===== src/rtl/mem_stage_pkg.sv =====
// Shared encodings for the memory pipeline stage: load/store codes,
// access FSM state encoding and exception-vector bit positions.
// No logic beyond a small decode helper.
package mem_stage_pkg;

    localparam logic [1:0] LDST_NONE = 2'b00;
    localparam logic [1:0] LDST_LD   = 2'b01;
    localparam logic [1:0] LDST_ST   = 2'b10;
    localparam logic [1:0] LDST_RSV  = 2'b11;   // reserved, treated as LDST_NONE

    typedef enum logic [1:0] {
        ST_IDLE   = 2'b00,
        ST_ACCESS = 2'b01,
        ST_DONE   = 2'b10
    } state_t;

    localparam int EX_OVF    = 0;
    localparam int EX_BUSERR = 1;

    // Only real loads and stores touch memory; the reserved code does not.
    function automatic logic is_memop(input logic [1:0] code);
        return (code == LDST_LD) || (code == LDST_ST);
    endfunction

endpackage


===== src/rtl/mem_access_fsm.sv =====
// Data-memory access sequencer: IDLE -> ACCESS (request held) -> DONE.
// Latency: request rises the cycle after start; DONE follows the ack edge or timeout.
// Backpressure: holds DONE until the stage advances; request held until ack or timeout.
// Ports: clk/reset, advance (stage captures this edge), start (captured instr is a memop),
//        is_store, mem_ack in; mem_req, mem_we, done, timeout out.
module mem_access_fsm
    import mem_stage_pkg::*;
#(
    parameter int MEM_TIMEOUT = 15
) (
    input  logic clk,
    input  logic reset,
    input  logic advance,
    input  logic start,
    input  logic is_store,
    input  logic mem_ack,
    output logic mem_req,
    output logic mem_we,
    output logic done,
    output logic timeout
);

    localparam logic [7:0] LAST_CNT = 8'(MEM_TIMEOUT - 1);

    state_t     state_q, state_d;
    logic [7:0] cnt_q;
    logic       timeout_q;

    // State, timeout counter and bus-error flag.
    always_ff @(posedge clk or negedge reset) begin
        if (!reset) begin
            state_q   <= ST_IDLE;
            cnt_q     <= '0;
            timeout_q <= 1'b0;
        end else begin
            state_q <= state_d;
            // Counter measures cycles spent in the current ACCESS visit.
            if (state_q == ST_ACCESS && state_d == ST_ACCESS)
                cnt_q <= cnt_q + 8'd1;
            else
                cnt_q <= '0;
            // Flag is raised only when leaving ACCESS without an ack; an ack on
            // the expiry cycle still counts as success.
            if (state_q == ST_ACCESS && state_d == ST_DONE)
                timeout_q <= ~mem_ack;
            else if (state_d != ST_DONE)
                timeout_q <= 1'b0;
        end
    end

    // Next-state.
    always_comb begin
        state_d = state_q;
        case (state_q)
            ST_IDLE:   if (start) state_d = ST_ACCESS;
            ST_ACCESS: if (mem_ack || cnt_q == LAST_CNT) state_d = ST_DONE;
            ST_DONE:   if (advance) state_d = start ? ST_ACCESS : ST_IDLE;
            default:   state_d = ST_IDLE;
        endcase
    end

    // Outputs, all decoded from registers.
    always_comb begin
        mem_req = (state_q == ST_ACCESS);
        mem_we  = mem_req & is_store;
        done    = (state_q == ST_DONE);
        timeout = timeout_q;
    end

endmodule


===== src/rtl/mem_stage.sv =====
// Memory pipeline stage: latches the ALU result, performs load/store via req/ack, presents writeback.
// Latency: non-memop 1 cycle after capture; memop 1 cycle after the ack (or timeout) edge.
// Backpressure: stall_upstream holds the ALU stage while a captured memop has not reached DONE.
// Ports: ALU-stage inputs and sideband, mem_* request/ack bus, writeback outputs and forwarded fields.
module mem_stage
    import mem_stage_pkg::*;
#(
    parameter int DATA_W      = 16,
    parameter int MEM_TIMEOUT = 15
) (
    input  logic              clk,
    input  logic              reset,
    input  logic              enable_mem,
    input  logic              valid_input,
    input  logic [DATA_W-1:0] alu_result,
    input  logic              OVF,
    input  logic [DATA_W-1:0] dataReg,
    input  logic [1:0]        ldSt_enable,
    input  logic [2:0]        destReg_addr,
    input  logic              we,
    input  logic [1:0]        bp_input,
    input  logic [2:0]        tail_rob_input,
    input  logic [15:0]       pc_input,
    input  logic [1:0]        ex_vector_input,
    input  logic              ticketWE_input,
    output logic              mem_req,
    output logic              mem_we,
    output logic [DATA_W-1:0] mem_addr,
    output logic [DATA_W-1:0] mem_wdata,
    input  logic              mem_ack,
    input  logic [DATA_W-1:0] mem_rdata,
    output logic              stall_upstream,
    output logic              wb_valid,
    output logic [DATA_W-1:0] wb_data,
    output logic [2:0]        destReg_addr_output,
    output logic              we_output,
    output logic [1:0]        bp_output,
    output logic [2:0]        tail_rob_output,
    output logic [15:0]       pc_output,
    output logic [1:0]        ex_vector_output,
    output logic              ticketWE_output
);

    logic              valid_q, ovf_q, we_q, ticket_we_q;
    logic [DATA_W-1:0] alu_q, wdata_q, rdata_q;
    logic [1:0]        ldst_q, bp_q, ex_q;
    logic [2:0]        dest_q, tail_q;
    logic [15:0]       pc_q;

    logic capture, start, memop, is_store, is_load, done, timeout;

    assign capture  = enable_mem & ~stall_upstream;
    assign start    = capture & valid_input & is_memop(ldSt_enable);
    assign memop    = valid_q & is_memop(ldst_q);
    assign is_store = valid_q & (ldst_q == LDST_ST);
    assign is_load  = valid_q & (ldst_q == LDST_LD);

    // Input latch.
    always_ff @(posedge clk or negedge reset) begin
        if (!reset) begin
            valid_q     <= 1'b0;
            alu_q       <= '0;
            ovf_q       <= 1'b0;
            wdata_q     <= '0;
            ldst_q      <= LDST_NONE;
            dest_q      <= '0;
            we_q        <= 1'b0;
            bp_q        <= '0;
            tail_q      <= '0;
            pc_q        <= '0;
            ex_q        <= '0;
            ticket_we_q <= 1'b0;
        end else if (capture) begin
            valid_q     <= valid_input;
            alu_q       <= alu_result;
            ovf_q       <= OVF;
            wdata_q     <= dataReg;
            ldst_q      <= ldSt_enable;
            dest_q      <= destReg_addr;
            we_q        <= we;
            bp_q        <= bp_input;
            tail_q      <= tail_rob_input;
            pc_q        <= pc_input;
            ex_q        <= ex_vector_input;
            ticket_we_q <= ticketWE_input;
        end
    end

    // Load data is taken only while a request is actually outstanding.
    always_ff @(posedge clk or negedge reset) begin
        if (!reset)
            rdata_q <= '0;
        else if (mem_req && mem_ack && is_load)
            rdata_q <= mem_rdata;
    end

    mem_access_fsm #(
        .MEM_TIMEOUT (MEM_TIMEOUT)
    ) u_fsm (
        .clk      (clk),
        .reset    (reset),
        .advance  (capture),
        .start    (start),
        .is_store (is_store),
        .mem_ack  (mem_ack),
        .mem_req  (mem_req),
        .mem_we   (mem_we),
        .done     (done),
        .timeout  (timeout)
    );

    assign mem_addr       = alu_q;
    assign mem_wdata      = wdata_q;
    assign stall_upstream = memop & ~done;
    assign wb_valid       = valid_q & (~memop | done);

    // A timed-out load has no data; it falls back to the address like any non-load.
    assign wb_data   = (is_load && done && !timeout) ? rdata_q : alu_q;
    assign we_output = we_q & ~is_store & ~timeout;

    always_comb begin
        ex_vector_output            = ex_q;
        ex_vector_output[EX_OVF]    = ex_q[EX_OVF] | (ovf_q & ~memop);
        ex_vector_output[EX_BUSERR] = ex_q[EX_BUSERR] | timeout;
    end

    assign destReg_addr_output = dest_q;
    assign bp_output           = bp_q;
    assign tail_rob_output     = tail_q;
    assign pc_output           = pc_q;
    assign ticketWE_output     = ticket_we_q;

endmodule


===== config.mk =====
export PLATFORM = sky130hd
export DESIGN_NAME = mem_stage
export DESIGN_NICKNAME = d
export VERILOG_FILES = /design/src/rtl/mem_stage_pkg.sv /design/src/rtl/mem_access_fsm.sv /design/src/rtl/mem_stage.sv
export SDC_FILE = /design/constraint.sdc
export NUM_CORES = 1
export LEC_CHECK = 0
export CAP_MARGIN = 20
export CORE_MARGIN = 1.5
export CORE_UTILIZATION = 42
export DETAILED_ROUTE_END_ITERATION = 10
export GPL_TIMING_DRIVEN = 0
export HOLD_SLACK_MARGIN = 0.08
export PLACE_DENSITY = 0.78
export SLEW_MARGIN = 20
export SYNTH_ARGS = -nofsm -noshare
export SYNTH_HDL_FRONTEND = slang
export SYNTH_HIERARCHICAL = 1
export SYNTH_SLANG_ARGS = --single-unit

===== constraint.sdc =====
create_clock -name clk -period 2 [get_ports clk]
set_clock_uncertainty 0.2 [all_clocks]
set_input_delay 0.4 -clock clk [delete_from_list [all_inputs] [get_ports clk]]
set_output_delay 0.4 -clock clk [all_outputs]
set_load 0.005 [all_outputs]

-- Yosys cells after proc, flatten, opt, wreduce, memory -nomap -nowiden
Index checks and enable logic that the tools add are counted.
- add/sub/neg operators: 1
- equality and inequality tests: 10
- mux-type cells: 9
- bitwise operators: 21
- reduce and logical (&&, ||, !) cells: 12
- operator list (kind ; count):
    16-bit two-way mux ; 1
    1-bit bitwise AND ; 12
    8-bit by 1-bit adder with 8-bit output (second input constant) ; 1
    2-bit by 1-bit == test with 1-bit output (second input constant) ; 4
    2-bit == test (second input constant) ; 4
    8-bit by 4-bit == test with 1-bit output (second input constant) ; 1
    8-bit two-way mux ; 1
    1-bit logical AND ; 6
    2-bit two-way mux ; 3
    1-bit inverter ; 6
    2-bit one-hot mux with 3 select lines ; 1
    1-bit logical OR ; 3
    1-bit two-way mux ; 3
    1-bit OR ; 3
    2-bit logical NOT ; 1
    2-bit inequality test (second input constant) ; 1
    2-bit nonzero test ; 1
    1-bit logical NOT ; 1
- register bits after elaboration: 91

-- Longest topological paths before layout
- depth in word-level cells: 14
- depth in mapped cells: 8

-- Modules after synthesis
Netlist, hierarchy kept.
- by module, submodules not included (module ; instances ; cells each ; area an instance (µm²) ; sequential area each (µm²)):
    mem_stage ; 1 ; 427 ; 4536.9 ; 2001.9
    mem_access_fsm ; 1 ; 54 ; 549.3 ; 275.3

-- Worst setup path before layout
Ideal clock, no wire load.
- path kind: register -> output
- from: register u_fsm.state_q[0]
- to: output wb_data[0]
- data arrival time: 1424 ps
- required time: 1400 ps
- path slack: -24 ps
- stages on the path, launching flop included: 6
- buffers on the path: 2
- path through: dfrtp_1 -> nor2b_1 -> buf_4 -> nand4b_4 -> buf_2 -> mux2_2
- longest elaborated chain between the ends: 4
- ends and longest elaborated chain (what ; RTL line ; text):
    start, declared ; mem_access_fsm.sv:25 ; state_t state_q, state_d;
    start signal, assigned ; mem_access_fsm.sv:36 ; state_q <= state_d;
    2-bit == test ; mem_access_fsm.sv:66 ; done = (state_q == ST_DONE);
    via done ; mem_stage.sv:50 ; logic capture, start, memop, is_store, is_load, done, timeout;
    1-bit logical AND (2 in a row) ; mem_stage.sv:118 ; assign wb_data = (is_load && done && !timeout) ? rdata_q : alu_q;
    16-bit two-way mux ; mem_stage.sv:118 ;
    end, declared ; mem_stage.sv:34 ; output logic [DATA_W-1:0] wb_data,
The timed path passes the listed nets, and every way through them passes these cells.

-- Final worst setup path
- from: register ldst_q[0]
- to: output wb_data[4]
- longest elaborated chain between the ends: 5
- ends and longest elaborated chain (what ; RTL line ; text):
    start, declared ; mem_stage.sv:46 ; logic [1:0] ldst_q, bp_q, ex_q;
    start signal, assigned ; mem_stage.sv:78 ; ldst_q <= ldSt_enable;
    2-bit by 1-bit == test with 1-bit output ; mem_stage.sv:56 ; assign is_load = valid_q & (ldst_q == LDST_LD);
    1-bit bitwise AND ; mem_stage.sv:56 ;
    1-bit logical AND (2 in a row) ; mem_stage.sv:118 ;
    16-bit two-way mux ; mem_stage.sv:118 ;
No other way between the ends.

==> run summary <==
Outcome = finished, violations left
Failing checks = negative setup slack
Hold Crit Class = in -> async
Worst-Margin Slew = 0.478 ns
R2R Setup Slk = -0.06 ns
Lkg Pwr = 0.00330 uW
Crit Reg-Reg Endpoint = bp_output[0]
Largest family of logic cells by synthesized area = simple AND/OR/NAND/NOR gates
H-tree depth = 3
Top_reg_cell synth = dfrtp_1
Filler cell count = 931
Initial antenna violation count = 0
Seq/Total Area, Yosys = 44.8%
Vias = 4713
Post-synthesis adder-cell area fraction = 0.984%
Critical Path Sink Type = output pin
Port bufs = 162
Clock root cell = clkbuf_16
Pwr dens = 1670 nW/um^2
Req. time, crit path = 1.40 ns
Final Cycle Share = 127%
Drt via density = 5.52
Worst setup SP type = register
Commonest cells post-synth = dfrtp_1 (91), nand2_1 (66), nand2b_1 (66)
Syn Area/Cell = 10.6 sq um
Post-synthesis simple-gate area fraction = 31.2%
CTS buffer count = 9
End point of the critical path = wb_data[4]
Worst slack, placed = -0.735 ns
Ys async rst share = 100%
Die area = 12800 sq um
Min cycle time layout = 2.54 ns
Compound-Gate Fraction of Synth Area = 10.9%
Critical Path AT = 1.94 ns
Clock transition at path regs = 0.06 ns
Die width = 113 microns
Layout Nets = 790
Most frequent cell after synthesis = dfrtp_1
Hold slack = 0.293 ns
Leading post-synthesis cells by cell area = dfrtp_1 (45%), nand4bb_1 (14%), o211ai_1 (9.3%)
Drt total wl = 16100 microns
R2R depth = 10
I/O pins = 164
HPWL Detailed = 10500 microns
Iter 0 DRT Violations = 260
Gpl congestion = 0.802
Cell accounting for the most synthesized area = dfrtp_1
P&R area growth vs syn = 56.6%
Synth top area share = 44.8%
Worst setup path category = reg -> out
Multiplexer share of the synthesized area = 7.08%
Net Count, Synth = 569
Worst Path Max Fanout = 5
#FFs+latches synth = 91
CTS Buffer Depth = 2
RSZ-0062 raised after global routing = yes
Clock sink total = 91
Final Setup Violations = 47
Pre-antenna DRT Iters = 4
VDD IR max = 0.776 mV
Highest clock rate = 0.394 GHz
Chip Height = 113 microns
Hold violation count in the final report = 0
Grt ovf = 0
CTS tree = done
Syn Inst Count = 481
Seq. cell area = 2280 sq um
Reg2reg start = ldst_q[1]
Total of max-cap violations = 0
Setup WS post-layout = -0.536 ns
DRC viols = 0
Synth cell types = 39
# rows = 40
Core area = 11900 sq um
Netlist Area Pre-Place = 5090 sq um
Largest net degree at the start of global routing = 71
Fraction of layout cells with a size suffix above 1 = 24.0%
Area of the multi-input gates = 2690 sq um
Synth Area in XOR/XNOR = 0.689%
ANT nets after route = 0
Ant. Diodes = 0
Number of global-route vias before repair = 4933
Total power = 13300 uW
Worst setup path start = ldst_q[0]
Max transition margin = 68.1%
Routed length per instance = 18.8 microns
Initial Util = 42.7%
First-pass GRT wire length = 25700 microns
Post-synth EDFFs = 0
Slew Viols, Final = 0
Total GRT Usage = 25.3%
Synth warn = 6
Clk_lat worst skew = 0.34 ns
[cell families after synthesis]
logic type / Yosys count
buffers and inverters: 50
AOI/OAI and AO/OA: 75
xor gates and xnor gates: 4
adders and majority gates: 4
and+or+nand+nor: 225
muxes: 32
DFF: 91
[power by group]
| part | switching [uW] | internal [uW] |
|---|---|---|
| registers | 716 | 2700 |
| logic | 3080 | 4780 |
| clock network | 722 | 1320 |
| total | 4520 | 8800 |
[through the flow]
stage	setup TNS [ns]	instances	util [%]	instance area, sq um
after floorplan	0	481	-	5090
after global placement	-296.71	790	57.9	6900
after detailed placement	-13.21	791	58.2	6930
after CTS	-8.66	837	64.1	7640
after global routing	-11.77	854	66.8	7960
final	-9.59	854	66.8	7960
[critical path: stages (launching register included)]
cell and delay [ns]:
dfrtp_1 0.41, buf_6 0.14, ha_4 0.16, nand4b_4 0.16, clkbuf_16 0.17, buf_4 0.10
mux2_2 0.33, buf_6 0.12
[routing by layer]
layer,up-vias,global-route usage [%],share of wire [%]
met5,-,0,0
met4,0,11.3,2.7
met1,2334,33.2,43
met2,168,41.5,49
li1,2180,-,-
met3,31,3.96,5.1
[final cells by class]
cell class	count	area share (%)
buffer	44	3.82
clock buffer	12	3.35
clock inverter	4	1.19
inverter	5	0.267
multi-input combinational	340	33.8
sequential	91	28.6
tap	147	2.31
timing repair buffer	211	26.6
[state kept, by name (all words and copies together) (netlist names), 3 cells and up]
name,count
destReg_addr_output,3
tail_rob_output,3
u_fsm/cnt_q,8
mem_addr,16
pc_output,16
mem_wdata,16
rdata_q,16
[layout by cell type, fill, tap and decap left out, types with 3 or more instances in the layout]
cell type	n
clkdlybuf4s50_1	138
dfrtp_1	89
nand2_1	66
nand2b_1	64
nand4bb_1	63
o211ai_1	63
buf_6	31
mux2_2	27
buf_4	24
clkbuf_1	20
buf_2	16
clkbuf_16	13
clkbuf_2	9
buf_8	6
mux2_4	5
nor2_1	5
clkbuf_8	4
nand3_1	4
buf_12	3
inv_1	3
bufinv_16	3
a21oi_1	3
[how the worst min path moves through the flow]
stage / start / end / slack, ns
6_report: reset / rdata_q[6] / 0.29
5_1_grt: reset / rdata_q[7] / 0.32
4_1_cts: reset / rdata_q[6] / 0.29
3_5_place_dp: reset / rdata_q[6] / 0.07
3_3_place_gp: rdata_q[13] / rdata_q[13] / 0.28
2_1_floorplan: reset / bp_output[0] / -0.1
[timing repair]
action	4_1_cts	5_1_grt
hold buffers	1	0
pin swaps	4	33
endpoints found under the setup margin	38	97
hold endpoints to repair	91	0
gates cloned	1	3
gates resized for setup	130	51
setup buffers	29	14
(Power assumes the default switching activity.)
